### config.mk
export PLATFORM = sky130hd
export DESIGN_NAME = ex_data_pwm
export DESIGN_NICKNAME = d
export VERILOG_FILES = /design/src/rtl/ex_out_pkg.sv /design/src/rtl/ex_out_ch.sv /design/src/rtl/ex_data_pwm.sv
export SDC_FILE = /design/constraint.sdc
export NUM_CORES = 1
export LEC_CHECK = 0
export ABC_AREA = 1
export CAP_MARGIN = 20
export CORE_UTILIZATION = 60
export CTS_CLUSTER_DIAMETER = 50
export DETAILED_ROUTE_END_ITERATION = 8
export PLACE_DENSITY = 0.79
export SKIP_LAST_GASP = 1
export SLEW_MARGIN = 40
export SYNTH_ARGS = -nofsm -noshare
export SYNTH_HDL_FRONTEND = slang
export SYNTH_SLANG_ARGS = --single-unit
### constraint.sdc
create_clock -name clk_i -period 8.2 [get_ports clk_i]
set_clock_uncertainty 0.05 [all_clocks]
set_input_delay 1.64 -clock clk_i [delete_from_list [all_inputs] [get_ports clk_i]]
set_output_delay 1.64 -clock clk_i [all_outputs]
set_load 0.005 [all_outputs]
### src/rtl/ex_out_pkg.sv
// Shared types and register map for the ex_data_pwm output port.
// Offsets are relative to the block's base address on the CPU bus.
package ex_out_pkg;

  typedef enum logic [1:0] {
    MODE_DIRECT = 2'd0,
    MODE_PWM    = 2'd1,
    MODE_BLINK  = 2'd2,
    MODE_RSVD   = 2'd3
  } mode_t;

  localparam int OFF_OUT    = 0;
  localparam int OFF_EN     = 1;
  localparam int OFF_PRE_LO = 2;
  localparam int OFF_PRE_HI = 3;
  localparam int OFF_MODE0  = 4;  // MODE[n] at 4+2n, DUTY[n] at 5+2n

  localparam logic [7:0] TB_MAX = 8'd254;

endpackage

### src/rtl/ex_out_ch.sv
// One output channel: duty shadow, blink divider/phase and the registered output mux.
// All timing comes from the shared timebase in the top level.
module ex_out_ch
  import ex_out_pkg::*;
(
  input  logic       clk_i,
  input  logic       reset_i,
  input  logic       en_i,
  input  logic       out_i,
  input  logic [1:0] mode_i,
  input  logic [7:0] duty_i,
  input  logic       mode_wr_i,
  input  logic [7:0] tb_cnt_i,
  input  logic       wrap_i,
  output logic       ex_o
);

  logic [7:0] duty_sh_q, duty_sh_d;
  logic [7:0] blink_div_q, blink_div_d;
  logic       blink_ph_q, blink_ph_d;
  logic       ex_q, ex_d;
  logic       nxt;

  always_comb begin
    duty_sh_d   = duty_sh_q;
    blink_div_d = blink_div_q;
    blink_ph_d  = blink_ph_q;
    nxt         = out_i;

    if (wrap_i) duty_sh_d = duty_i;

    // Divider compares against the shadow in force before this wrap reloads it.
    if (mode_wr_i) begin
      blink_div_d = '0;
      blink_ph_d  = 1'b0;
    end else if (wrap_i) begin
      if (blink_div_q == duty_sh_q) begin
        blink_div_d = '0;
        blink_ph_d  = ~blink_ph_q;
      end else begin
        blink_div_d = blink_div_q + 8'd1;
      end
    end

    case (mode_t'(mode_i))
      MODE_PWM:   nxt = (tb_cnt_i < duty_sh_q);
      MODE_BLINK: nxt = blink_ph_q;
      default:    nxt = out_i;
    endcase

    ex_d = en_i & nxt;
  end

  always_ff @(posedge clk_i or posedge reset_i) begin
    if (reset_i) begin
      duty_sh_q   <= '0;
      blink_div_q <= '0;
      blink_ph_q  <= 1'b0;
      ex_q        <= 1'b0;
    end else begin
      duty_sh_q   <= duty_sh_d;
      blink_div_q <= blink_div_d;
      blink_ph_q  <= blink_ph_d;
      ex_q        <= ex_d;
    end
  end

  assign ex_o = ex_q;

endmodule

### src/rtl/ex_data_pwm.sv
// Bus-mapped multi-channel output port: registers, address decode, prescaler and the
// shared 0..254 timebase; per-channel behaviour lives in ex_out_ch.
module ex_data_pwm
  import ex_out_pkg::*;
#(
  parameter int          NumChannels   = 4,
  parameter int unsigned BaseAddress   = 32'h9100,
  parameter int          address_width = 16,
  parameter int          data_width    = 8
) (
  input  logic                     clk_i,
  input  logic                     reset_i,
  input  logic [address_width-1:0] addr_i,
  input  logic                     we_i,
  input  logic [data_width-1:0]    data_i,
  output logic [data_width-1:0]    data_o,
  output logic [NumChannels-1:0]   ex_data_o
);

  localparam logic [address_width-1:0] BASE = address_width'(BaseAddress);

  logic [address_width-1:0] off;
  logic [NumChannels-1:0]   out_q, en_q;
  logic [7:0]               pre_lo_q, pre_hi_q;
  logic [1:0]               mode_q [NumChannels];
  logic [7:0]               duty_q [NumChannels];
  logic [NumChannels-1:0]   mode_wr, duty_wr;
  logic [7:0]               rd_val;
  logic [data_width-1:0]    data_q;
  logic [15:0]              pre_cnt_q, pre_cnt_d;
  logic [7:0]               tb_cnt_q, tb_cnt_d;
  logic                     pre_wr, tick, wrap;

  assign off = addr_i - BASE;

  always_comb begin
    mode_wr = '0;
    duty_wr = '0;
    rd_val  = '0;
    if (off == address_width'(OFF_OUT))    rd_val = 8'(out_q);
    if (off == address_width'(OFF_EN))     rd_val = 8'(en_q);
    if (off == address_width'(OFF_PRE_LO)) rd_val = pre_lo_q;
    if (off == address_width'(OFF_PRE_HI)) rd_val = pre_hi_q;
    for (int i = 0; i < NumChannels; i++) begin
      mode_wr[i] = we_i && (off == address_width'(OFF_MODE0 + 2*i));
      duty_wr[i] = we_i && (off == address_width'(OFF_MODE0 + 2*i + 1));
      if (off == address_width'(OFF_MODE0 + 2*i))     rd_val = {6'b0, mode_q[i]};
      if (off == address_width'(OFF_MODE0 + 2*i + 1)) rd_val = duty_q[i];
    end
  end

  // A PRE write restarts the count so the new divide ratio begins cleanly.
  always_comb begin
    pre_wr    = we_i && (off == address_width'(OFF_PRE_LO) || off == address_width'(OFF_PRE_HI));
    tick      = (pre_cnt_q == {pre_hi_q, pre_lo_q});
    wrap      = tick && (tb_cnt_q == TB_MAX);
    pre_cnt_d = (pre_wr || tick) ? 16'd0 : pre_cnt_q + 16'd1;
    tb_cnt_d  = tb_cnt_q;
    if (tick) tb_cnt_d = wrap ? 8'd0 : tb_cnt_q + 8'd1;
  end

  always_ff @(posedge clk_i or posedge reset_i) begin
    if (reset_i) begin
      out_q     <= '0;
      en_q      <= '0;
      pre_lo_q  <= '0;
      pre_hi_q  <= '0;
      data_q    <= '0;
      pre_cnt_q <= '0;
      tb_cnt_q  <= '0;
      for (int i = 0; i < NumChannels; i++) begin
        mode_q[i] <= '0;
        duty_q[i] <= '0;
      end
    end else begin
      data_q    <= data_width'(rd_val);
      pre_cnt_q <= pre_cnt_d;
      tb_cnt_q  <= tb_cnt_d;
      if (we_i && off == address_width'(OFF_OUT))    out_q    <= data_i[NumChannels-1:0];
      if (we_i && off == address_width'(OFF_EN))     en_q     <= data_i[NumChannels-1:0];
      if (we_i && off == address_width'(OFF_PRE_LO)) pre_lo_q <= data_i[7:0];
      if (we_i && off == address_width'(OFF_PRE_HI)) pre_hi_q <= data_i[7:0];
      for (int i = 0; i < NumChannels; i++) begin
        if (mode_wr[i]) mode_q[i] <= data_i[1:0];
        if (duty_wr[i]) duty_q[i] <= data_i[7:0];
      end
    end
  end

  assign data_o = data_q;

  for (genvar g = 0; g < NumChannels; g++) begin : g_ch
    ex_out_ch u_ch (
      .clk_i     (clk_i),
      .reset_i   (reset_i),
      .en_i      (en_q[g]),
      .out_i     (out_q[g]),
      .mode_i    (mode_q[g]),
      .duty_i    (duty_q[g]),
      .mode_wr_i (mode_wr[g]),
      .tb_cnt_i  (tb_cnt_q),
      .wrap_i    (wrap),
      .ex_o      (ex_data_o[g])
    );
  end

endmodule

==> key figures, run 1 <==
Run status
  – Status: finished clean

Clock tree
  – CTS max path bufs: 2
  – Worst skew pair latency: 0.44 ns
  – Post-cts resize count: 0
  – H-tree Lvls: 4
  – Post-CTS Setup Inserts: 0
  – CTS tree: built
  – Post-CTS Hold Buffers: 0
  – Root buffer cell: clkbuf_16
  – Clock Pin Slew Worst Setup and Hold Paths: about 0.06 ns
  – Total CTS buffers: 17
  – CTS Sinks: 168

Routing
  – Total Wirelength: 23060 µm
  – First-pass detailed-route iteration total: 6
  – Antenna Nets Post-Route: 0
  – Drt drc: 0
  – Avg Vias per Cell: 5.693
  – Via count: 8044
  – Routed len/inst: 16.32 µm
  – Initial DRC count: slightly above 700

Timing
  – WHS: 0.4646 ns
  – Slew Viols, Final: 0
  – Rel. slew slack: 0.4468
  – Fin crit period: approximately 4.1 ns
  – Setup violations, final: 0
  – F_max: 242.9 MHz
  – Final Hold Vio Count: 0
  – Period utilization: 0.5020
  – Final setup TNS: 0 ns
  – Slew @ Worst Pin: 0.8268 ns
  – RSZ-0062 raised after global routing: false

Pwr
  – Pwr per Cell Area: between 150 and 200 nW/µm²
  – Pint: ~1.3 mW
  – Seq pwr share: 0.486
  – Tot Pwr: roughly 1.7 mW
  – Lkg Pwr: between 4 and 5 nW
  – Clock Power Share: 0.474
  – Peak VDD IR: 0.1596 mV
  – Sw Pwr: 0.4010 mW
  – Power share of the combinational group: 0.039
  – Switching Fraction: 0.2298

Place
  – Placer Congestion: 0.9452
  – Placed wire-length estimate: 16860 µm
  – IO Port Bufs: 38

Worst setup path
  – Kind of end point of the critical path: flop
  – Crit-path max FO: 17
  – CP startpoint kind: primary input
  – Worst Path Required: 8.48 ns
  – Kind of critical path: primary input to flop
  – Arr. time, crit path: 4.39 ns

Final layout
  – Footprint of the multi-input gates: 4272 µm²
  – Area Overhead vs Synth: 12.83%
  – Filler Cells Inserted: 1215
  – Fin nets: 1282
  – FF+latch area: 4204 µm²
  – # diodes: 0
  – Layout cell share with drive strength beyond 1: 0.05306

Synth
  – Share of synthesized flip-flops with an asynchronous set or reset: 1.000
  – Distinct cells, synth: just over 40
  – Most frequent cell after synthesis: nand2_1
  – Top post-synthesis cells by area: dfrtp_1 45%, nand2_1 12%, o21ai_0 7.4%
  – Top cell type's share of synthesized area: 0.4547
  – Post-synth EDFFs: 0
  – Main synth FF type: dfrtp_1
  – FF+latch count, synth: 168
  – Sequential-to-total area share from yosys stat: 0.4547
  – Syn Std Cell Area: ~9000 µm²
  – Post-synthesis net count: around 1200
  – Synth warn: 0
  – Synth Instances: 1175
  – Most area-hungry cell type in the Yosys netlist: dfrtp_1
  – Mean Syn Cell Area: 7.869 µm²
  – Top post-synthesis cells by count: 286 x nand2_1, 168 x dfrtp_1, 168 x inv_1

Floorplanning
  – CORE AREA: 15150 µm²
  – I/O Pins: 39
  – Row cnt: 45
  – Die Y: 126.1 µm
  – Width of the die: 126.1 µm
  – Initial cell density of the core: 0.6105
  – Die ar.: ~16000 µm²

Run
  – Max-cap check violation count: 0

Global routing
  – Global-route wire length before repair: 38210 µm
  – Vias in the first global route: 7654
  – Antenna violations before repair: 0
  – Grt ovf: 0
  – Total GRT Usage: 0.3111
  – Pin count of the biggest net entering global routing: ~100

Hold path
  – Hold Path Class: flop to flop
[power groups by stage]
| stage | Clock [mW] | Combinational, mW | Sequential [mW] |
|---|---|---|---|
| 2_1_floorplan | 0 | 0.0405 | 0.862 |
| 3_3_place_gp | 0 | 0.0668 | 0.864 |
| 3_5_place_dp | 0 | 0.0689 | 0.864 |
| 4_1_cts | 0.834 | 0.0690 | 0.849 |
| 5_1_grt | 0.866 | 0.0778 | 0.850 |
| 6_report | 0.828 | 0.0687 | 0.849 |
[registers in the layout, indices dropped and copies added, names as in the netlist]
name	flops
g_ch.u_ch.duty_sh_q	32
pre_cnt_q	16
g_ch.u_ch.blink_div_q	32
data_o	8
g_ch.u_ch.blink_ph_q	4
tb_cnt_q	8
duty_q	32
en_q	4
g_ch.u_ch.ex_o	4
pre_lo_q	8
out_q	4
pre_hi_q	8
mode_q	8
[routing by layer]
layer / share of wire / vias to the layer above / GRT usage
li1: - / 3904 / -
met1: 0.44 / 3802 / 0.4166
met2: 0.47 / 283 / 0.5041
met3: 0.062 / 55 / 0.05820
met4: 0.030 / 0 / 0.1198
met5: 0 / - / 0
[cells by family after synthesis]
kind of cell | synth area share
compound gates | 0.1202
xor+xnor | 0.02936
fa+ha+maj | 0.05819
buf+inv | 0.08471
flops | 0.4547
simple gates | 0.2529
[critical path, stage by stage]
cell             delay, ns
clkdlybuf4s50_1       0.40
nor2_1                0.13
nand2_2               0.21
nor2_1                0.24
nand2_1               0.24
nor2_1                0.63
inv_1                 0.16
nand3_1               0.52
a21oi_1               0.08
o21a_1                0.14
[placed cells by master, fill, tap and decap left out, types with 3 or more instances in the layout]
cell type	Yosys	layout
nor3_1	36	36
o21ai_0	136	136
nor4_1	6	4
clkbuf_16	0	17
o2111ai_1	4	4
xor2_1	17	17
o22ai_1	4	4
clkinv_2	0	4
clkdlybuf4s50_1	0	38
o21a_1	6	6
nor3b_1	4	4
nand3_1	62	62
dfrtp_1	168	168
inv_1	168	167
nor2_1	81	81
bufinv_16	0	3
nor2_2	4	4
nand2_1	286	286
nand2_4	3	3
xnor2_1	14	14
ha_1	43	43
inv_6	1	4
nand4_1	26	26
or2_2	5	5
a21oi_1	49	49
[area by class of cell]
class	instances	area share
Sequential cell	168	0.4030
Multi-Input combinational cell	810	0.4095
Clock buffer	18	0.04114
Timing Repair Buffer	42	0.04354
Clock inverter	14	0.01643
Inverter	173	0.06392
Tap cell	188	0.02255
[stage by stage]
stage,cells,setup WS [ns],utilization,area [µm²]
finish,1413,4.084,0.6888,10430
floorplan,1175,1.963,-,9246
global placement,1379,3.754,0.6443,9758
CTS,1413,4.127,0.6886,10430
detailed placement,1381,3.703,0.6489,9828
global route,1413,3.781,0.6888,10430
[final timing paths]
path                            slack [ns]  cells past startpoint                             endpoint                    start
worst min register to register        0.46                      2                duty_q[9]$_DFFE_PP0P_    duty_q[9]$_DFFE_PP0P_
worst min-delay path                  0.46                      2                duty_q[9]$_DFFE_PP0P_    duty_q[9]$_DFFE_PP0P_
worst max-delay path                  4.08                     10              pre_cnt_q[12]$_DFF_PP0_                addr_i[7]
worst max register to register        5.56                     14  g_ch[0].u_ch.blink_ph_q$_DFFE_PP0P_  pre_hi_q[2]$_DFFE_PP0P_
min in group asynchronous             1.68                      2              pre_hi_q[0]$_DFFE_PP0P_                  reset_i
max in group asynchronous             5.37                      3              tb_cnt_q[5]$_DFFE_PP0N_                  reset_i
No activity file was read; power rests on OpenSTA's default activity.
==> run 2, diff against run 1 <==
clock period = 4.1 ns   (was 8.2 ns; I/O delays follow)
==> key figures, run 2 (synthesis results as in run 1) <==
Timing
  – Slew @ Worst Pin: 0.8777 ns (+0.05088 ns)
  – Final worst slack: 1.173 ns (-2.910 ns)
  – Rel. slew slack: 0.4095 (-0.03728)
  – Period utilization: 0.7138
  – Slew Viols, Final: 0 (unchanged)
  – RSZ-0062 raised after global routing: false
  – Setup violations, final: 0 (unchanged)
  – F_max: 341.7 MHz
  – Final setup TNS: 0 ns (unchanged)
  – Fin crit period: between 2 and 3 ns
  – Final Hold Vio Count: 0 (unchanged)

Pwr
  – Switching Fraction: 0.2369 (+0.007122)
  – Pint: 2.605 mW (+94%)
  – Clock Power Share: 0.462 (-0.012)
  – Peak VDD IR: 0.3333 mV (+110%)
  – Sw Pwr: 0.8087 mW (+100%)
  – Pwr per Cell Area: 328.2 nW/µm² (+96%)
  – Lkg Pwr: 4.857 nW (-0.28%)
  – Seq pwr share: 0.497 (+0.011)
  – Power share of the combinational group: 0.041 (+0.002)
  – Tot Pwr: 3.413 mW (+96%)

Routing
  – Initial DRC count: 802 (+11%)
  – Drt drc: 0 (unchanged)
  – First-pass detailed-route iteration total: 7 (+1)
  – Total Wirelength: 23490 µm (+1.9%)
  – Via count: 8034 (-0.12%)
  – Routed len/inst: 16.60 µm (+1.7%)
  – Avg Vias per Cell: 5.678 (-0.27%)
  – Antenna Nets Post-Route: 0 (unchanged)

Clock tree
  – CTS tree: built
  – Clock Pin Slew Worst Setup and Hold Paths: 0.07 ns (about the same)
  – Post-CTS Setup Inserts: 0 (unchanged)
  – Root buffer cell: clkbuf_16
  – Post-cts resize count: 0 (unchanged)
  – H-tree Lvls: 4 (unchanged)
  – Worst skew pair latency: 0.44 ns (about the same)
  – CTS Sinks: 168 (unchanged)
  – Post-CTS Hold Buffers: 0 (unchanged)
  – CTS max path bufs: 2 (unchanged)
  – Total CTS buffers: 17 (unchanged)

Global routing
  – Global-route wire length before repair: 38350 µm (+0.38%)
  – Total GRT Usage: 0.3125 (+0.001379)
  – Grt ovf: 0 (unchanged)
  – Vias in the first global route: 7531 (-1.6%)
  – Pin count of the biggest net entering global routing: 114 (+9.6%)
  – Antenna violations before repair: 0 (unchanged)

Final layout
  – Area Overhead vs Synth: 12.48%
  – Layout cell share with drive strength beyond 1: 0.05460 (+0.001544)
  – Commonest non-fill, non-tap cell in the layout: nand2_1
  – Fin nets: 1284 (+0.16%)
  – Commonest cells after routing, fill and taps aside: 286 x nand2_1, 168 x dfrtp_1, 167 x inv_1, 136 x o21ai_0, 81 x nor2_1
  – Filler Cells Inserted: 1263 (+4.0%)
  – # diodes: 0 (unchanged)
  – Largest regs: duty_q x32, g_ch.u_ch.blink_div_q x32, g_ch.u_ch.duty_sh_q x32

Worst setup path
  – Kind of critical path: primary input to flop
  – Most common cell on crit path: nor2_1
  – Crit-path max FO: 17 (unchanged)
  – Crit path max-delay cell type: clkdlybuf4s50_1
  – Buf+Inv Stages, Crit Path: 3 (+1)
  – Arr. time, crit path: 3.26 ns (-1.13 ns)
  – Worst Path Required: 4.43 ns (-4.05 ns)
  – Max incr delay on CP: 0.46 ns (-0.17 ns)
  – Worst-path cell chain: clkdlybuf4s50_1 > nor2_1 > nand2_2 > nor2_1 > nand2_1 > nor2_1 > buf_4 > inv_1 > nand3_1 > a21oi_1 > o21a_1
  – Kind of end point of the critical path: flop
  – CP startpoint kind: primary input
  – Largest delay contributor family on the critical path: simple AND/OR/NAND/NOR gates

Floorplanning
  – Width of the die: 126.1 µm (unchanged)
  – Initial cell density of the core: 0.6105 (unchanged)
  – I/O Pins: 39 (unchanged)
  – Row cnt: 45 (unchanged)
  – Die ar.: 15910 µm² (unchanged)
  – Die Y: 126.1 µm (unchanged)
  – CORE AREA: 15150 µm² (unchanged)

Run
  – Max-cap check violation count: 0 (unchanged)

Place
  – IO Port Bufs: 38 (unchanged)
  – Placer Congestion: 0.9675 (+2.4%)
  – Placed wire-length estimate: 17000 µm (+0.82%)
  – Placement Setup Slack: 0.7204 ns (-2.983 ns)

Run status
  – Status: finished clean

Hold path
  – Hold Path Class: flop to flop
run 2: cell count changes in the layout (fill, tap and decap cells not counted), sizes merged:
| cell | delta |
|---|---|
| inv | -2 |
| clkinv | +1 |
| clkinvlp | +1 |
| buf | +2 |
| clkbuf | +2 |
| bufinv | -2 |
run 2: through the flow:
stage | hold WS (ns) | util | area, µm² | std cells
after floorplan | 0.4157 | - | 9250 | 1175
final | 0.4618 | 0.6867 | 10400 | 1415
after global placement | 0.4435 | 0.6478 | 9812 | 1383
after global routing | 0.4834 | 0.6867 | 10400 | 1415
after detailed placement | 0.4504 | 0.6487 | 9824 | 1383
after CTS | 0.4607 | 0.6867 | 10400 | 1415
run 2: per-layer routing:
layer,vias to the layer above,share of wire,global-route usage
met4,0,0.020,0.1035
met3,44,0.070,0.05990
met5,-,0,0
met1,3810,0.43,0.4277
li1,3898,-,-
met2,282,0.48,0.5021
run 2: layout make-up:
cell class                      instances  area [µm²]  share of cell area
Tap cell                              188       235.2             0.02262
Multi-Input combinational cell        810        4272              0.4107
Sequential cell                       168        4204              0.4042
Clock buffer                           20       456.7             0.04391
Timing Repair Buffer                   44       450.4             0.04331
Inverter                              173       663.1             0.06376
Clock inverter                         12       118.9             0.01143
run 2: path summary, 6_finish.rpt:
check / startpoint / endpoint / slack (ns) / cells past startpoint
min reg2reg: pre_cnt_q[0]$_DFF_PP0_ / pre_cnt_q[0]$_DFF_PP0_ / 0.46 / 1
min: pre_cnt_q[0]$_DFF_PP0_ / pre_cnt_q[0]$_DFF_PP0_ / 0.46 / 1
max: addr_i[6] / pre_cnt_q[12]$_DFF_PP0_ / 1.17 / 11
max reg2reg: pre_hi_q[3]$_DFFE_PP0P_ / g_ch[0].u_ch.blink_ph_q$_DFFE_PP0P_ / 1.46 / 12
max in group asynchronous: reset_i / duty_q[7]$_DFFE_PP0P_ / 2.61 / 3
min in group asynchronous: reset_i / pre_cnt_q[2]$_DFF_PP0_ / 0.77 / 3
run 2: power by group through the flow:
stage	Clock [mW]	Sequential, mW	Combinational [mW]
after global placement	0	1.73	0.138
after detailed placement	0	1.73	0.140
after floorplan	0	1.72	0.0812
final	1.58	1.70	0.139
after global routing	1.65	1.70	0.156
after CTS	1.59	1.70	0.141
==> run 3, diff against run 2 <==
CORE_UTILIZATION = 55   (was 60)
PLACE_DENSITY = 0.76   (was 0.79)
clock period = 2.65 ns   (was 4.1 ns; I/O delays follow)
==> key figures, run 3 (synthesis results as in run 1) <==
Hold path
  – Hold Path Class: primary input to asynchronous set/reset pin

Worst setup path
  – Buf+Inv Stages, Crit Path: 4 (+1)
  – CP endpoint: data_o[1]$_DFF_PP0_
  – Crit path max-delay cell type: clkdlybuf4s50_1
  – Worst path depth: 16 (+5)
  – R2R Path Start: g_ch[1].u_ch.duty_sh_q[0]$_DFFE_PP0P_
  – Worst Path Required: 2.93 ns (-1.50 ns)
  – Crit-path max FO: 4 (-13)
  – Max incr delay on CP: 0.45 ns (about the same)
  – R2R Path End: g_ch[1].u_ch.blink_ph_q$_DFFE_PP0P_
  – Most common cell on crit path: nand2_1
  – R2r setup slk: 0.45 ns (-1.01 ns)
  – Largest delay contributor family on the critical path: simple AND/OR/NAND/NOR gates
  – Kind of critical path: primary input to flop
  – CP startpoint kind: primary input
  – Worst setup path start: addr_i[15]
  – Worst-path cell chain: clkdlybuf4s50_1 > nand2_1 > inv_1 > nand2_1 > nor2_1 > nand2_1 > nor3_1 > inv_1 > o21ai_0 > inv_1 > nand2_1 > nand2_1 > nand2_1 > nand2_1 > nand2_1 > nand2_1
  – Arr. time, crit path: 2.57 ns (-0.69 ns)
  – Worst reg2reg path depth: 7 (-5)
  – Kind of end point of the critical path: flop

Timing
  – Fin crit period: about 2.3 ns
  – Period utilization: 0.8641
  – Rel. slew slack: 0.4657 (+0.05622)
  – Setup violations, final: 0 (unchanged)
  – F_max: 436.7 MHz
  – RSZ-0062 raised after global routing: false
  – Final Hold Vio Count: 0 (unchanged)
  – Slew Viols, Final: 0 (unchanged)
  – Final worst slack: 0.3601 ns (-0.8134 ns)
  – Slew @ Worst Pin: 0.7941 ns (-0.08356 ns)

Final layout
  – Commonest non-fill, non-tap cell in the layout: nand2_1
  – Layout cell share with drive strength beyond 1: 0.07711 (+0.02250)
  – Design Area, Final: 10710 µm² (+3.0%)
  – Commonest cells after routing, fill and taps aside: 286 x nand2_1, 168 x dfrtp_1, 167 x inv_1, 136 x o21ai_0, 81 x nor2_1
  – # diodes: 0 (unchanged)
  – Fin nets: 1315 (+2.4%)
  – Area Overhead vs Synth: 15.87%
  – Largest regs: duty_q x32, g_ch.u_ch.blink_div_q x32, g_ch.u_ch.duty_sh_q x32
  – Filler Cells Inserted: 1385 (+9.7%)

Routing
  – Routed len/inst: 16.22 µm (-2.3%)
  – Avg Vias per Cell: 5.499 (-3.2%)
  – Total Wirelength: 23970 µm (+2.1%)
  – Via count: 8127 (+1.2%)
  – First-pass detailed-route iteration total: 5 (-2)
  – Antenna Nets Post-Route: 0 (unchanged)
  – Drt drc: 0 (unchanged)
  – Initial DRC count: 805 (+0.37%)

Clock tree
  – Root buffer cell: clkbuf_16
  – H-tree Lvls: 4 (unchanged)
  – Post-CTS Setup Inserts: 0 (unchanged)
  – CTS max path bufs: 2 (unchanged)
  – CTS tree: built
  – Post-cts resize count: 0 (unchanged)
  – CTS Sinks: 168 (unchanged)
  – Clock Pin Slew Worst Setup and Hold Paths: 0.07 ns (about the same)
  – Total CTS buffers: 17 (unchanged)
  – Post-CTS Hold Buffers: 0 (unchanged)
  – Worst skew pair latency: 0.44 ns (about the same)

Pwr
  – Power share of the combinational group: 0.040 (about the same)
  – Sw Pwr: 1.244 mW (+54%)
  – Peak VDD IR: 0.5165 mV (+55%)
  – Switching Fraction: 0.2264 (-0.01049)
  – Pint: 4.249 mW (+63%)
  – Clock Power Share: 0.481 (+0.019)
  – Lkg Pwr: 5.034 nW (+3.6%)
  – Pwr per Cell Area: 512.6 nW/µm² (+56%)
  – Seq pwr share: 0.478 (-0.019)

Place
  – Placement Setup Slack: -0.03984 ns (-0.7602 ns)
  – Placer Congestion: 0.9814 (+1.4%)
  – Placed Instance Area: 10080 µm² (+2.6%)
  – IO Port Bufs: 38 (unchanged)
  – Placed wire-length estimate: 17710 µm (+4.2%)

Floorplanning
  – CORE AREA: 16520 µm² (+9.1%)
  – Initial cell density of the core: 0.5596 (-0.05094)
  – Width of the die: 131.7 µm (+4.4%)
  – I/O Pins: 39 (unchanged)
  – Die Y: 131.7 µm (+4.4%)
  – Row cnt: 47 (+4.4%)
  – Die ar.: 17330 µm² (+8.9%)

Global routing
  – Global-route wire length before repair: 39120 µm (+2.0%)
  – Pin count of the biggest net entering global routing: 87 (-24%)
  – Grt ovf: 0 (unchanged)
  – Antenna violations before repair: 1 (+1)
  – Total GRT Usage: 0.2899 (-0.02260)
  – Vias in the first global route: 7727 (+2.6%)

Run
  – Max-cap check violation count: 0 (unchanged)

Run status
  – Status: finished clean
-- run 3: through the flow --
step | utilization | hold slack (ns) | instances | TNS, ns | total power, mW
2_1_floorplan | - | 0.4157 | 1175 | -11.88 | 2.793
3_3_place_gp | 0.6103 | 0.4420 | 1446 | -0.1113 | 2.894
3_5_place_dp | 0.6103 | 0.4433 | 1446 | -0.09560 | 2.899
4_1_cts | 0.6484 | 0.2661 | 1478 | 0 | 5.521
5_1_grt | 0.6484 | 0.2935 | 1478 | 0 | 5.656
6_report | 0.6484 | 0.2734 | 1478 | 0 | 5.492
-- run 3: worst min-delay path by stage --
stage,from,end,slack [ns],cells after the start
3_5_place_dp,pre_cnt_q[0]$_DFF_PP0_,pre_cnt_q[0]$_DFF_PP0_,0.44,1
2_1_floorplan,duty_q[24]$_DFFE_PP0P_,g_ch[0].u_ch.duty_sh_q[0]$_DFFE_PP0P_,0.42,2
6_report,reset_i,pre_lo_q[1]$_DFFE_PP0P_,0.27,2
5_1_grt,reset_i,pre_lo_q[1]$_DFFE_PP0P_,0.29,2
4_1_cts,reset_i,pre_lo_q[1]$_DFFE_PP0P_,0.27,2
3_3_place_gp,pre_cnt_q[0]$_DFF_PP0_,pre_cnt_q[0]$_DFF_PP0_,0.44,1
-- run 3: layout make-up --
class	instances	area, µm²	area share
Clock inverter	12	162.7	0.01518
Sequential cell	168	4204	0.3924
Tap cell	220	275.3	0.02569
Multi-Input combinational cell	810	4259	0.3975
Timing Repair Buffer	75	683.2	0.06376
Inverter	173	663.1	0.06189
Clock buffer	20	466.7	0.04356
-- run 3: power groups by stage --
stage | Combinational, mW | Sequential (mW) | Clock (mW)
2_1_floorplan | 0.126 | 2.67 | 0
6_report | 0.222 | 2.63 | 2.64
4_1_cts | 0.225 | 2.63 | 2.67
3_5_place_dp | 0.224 | 2.67 | 0
5_1_grt | 0.251 | 2.63 | 2.77
3_3_place_gp | 0.218 | 2.68 | 0
-- run 3: routing by layer --
layer | up-vias | global-route usage | wire length (µm)
li1 | 3962 | - | -
met1 | 3855 | 0.3942 | 10520
met2 | 253 | 0.4553 | 11210
met3 | 55 | 0.05633 | 1517
met4 | 2 | 0.1176 | 717
met5 | - | 0 | 8
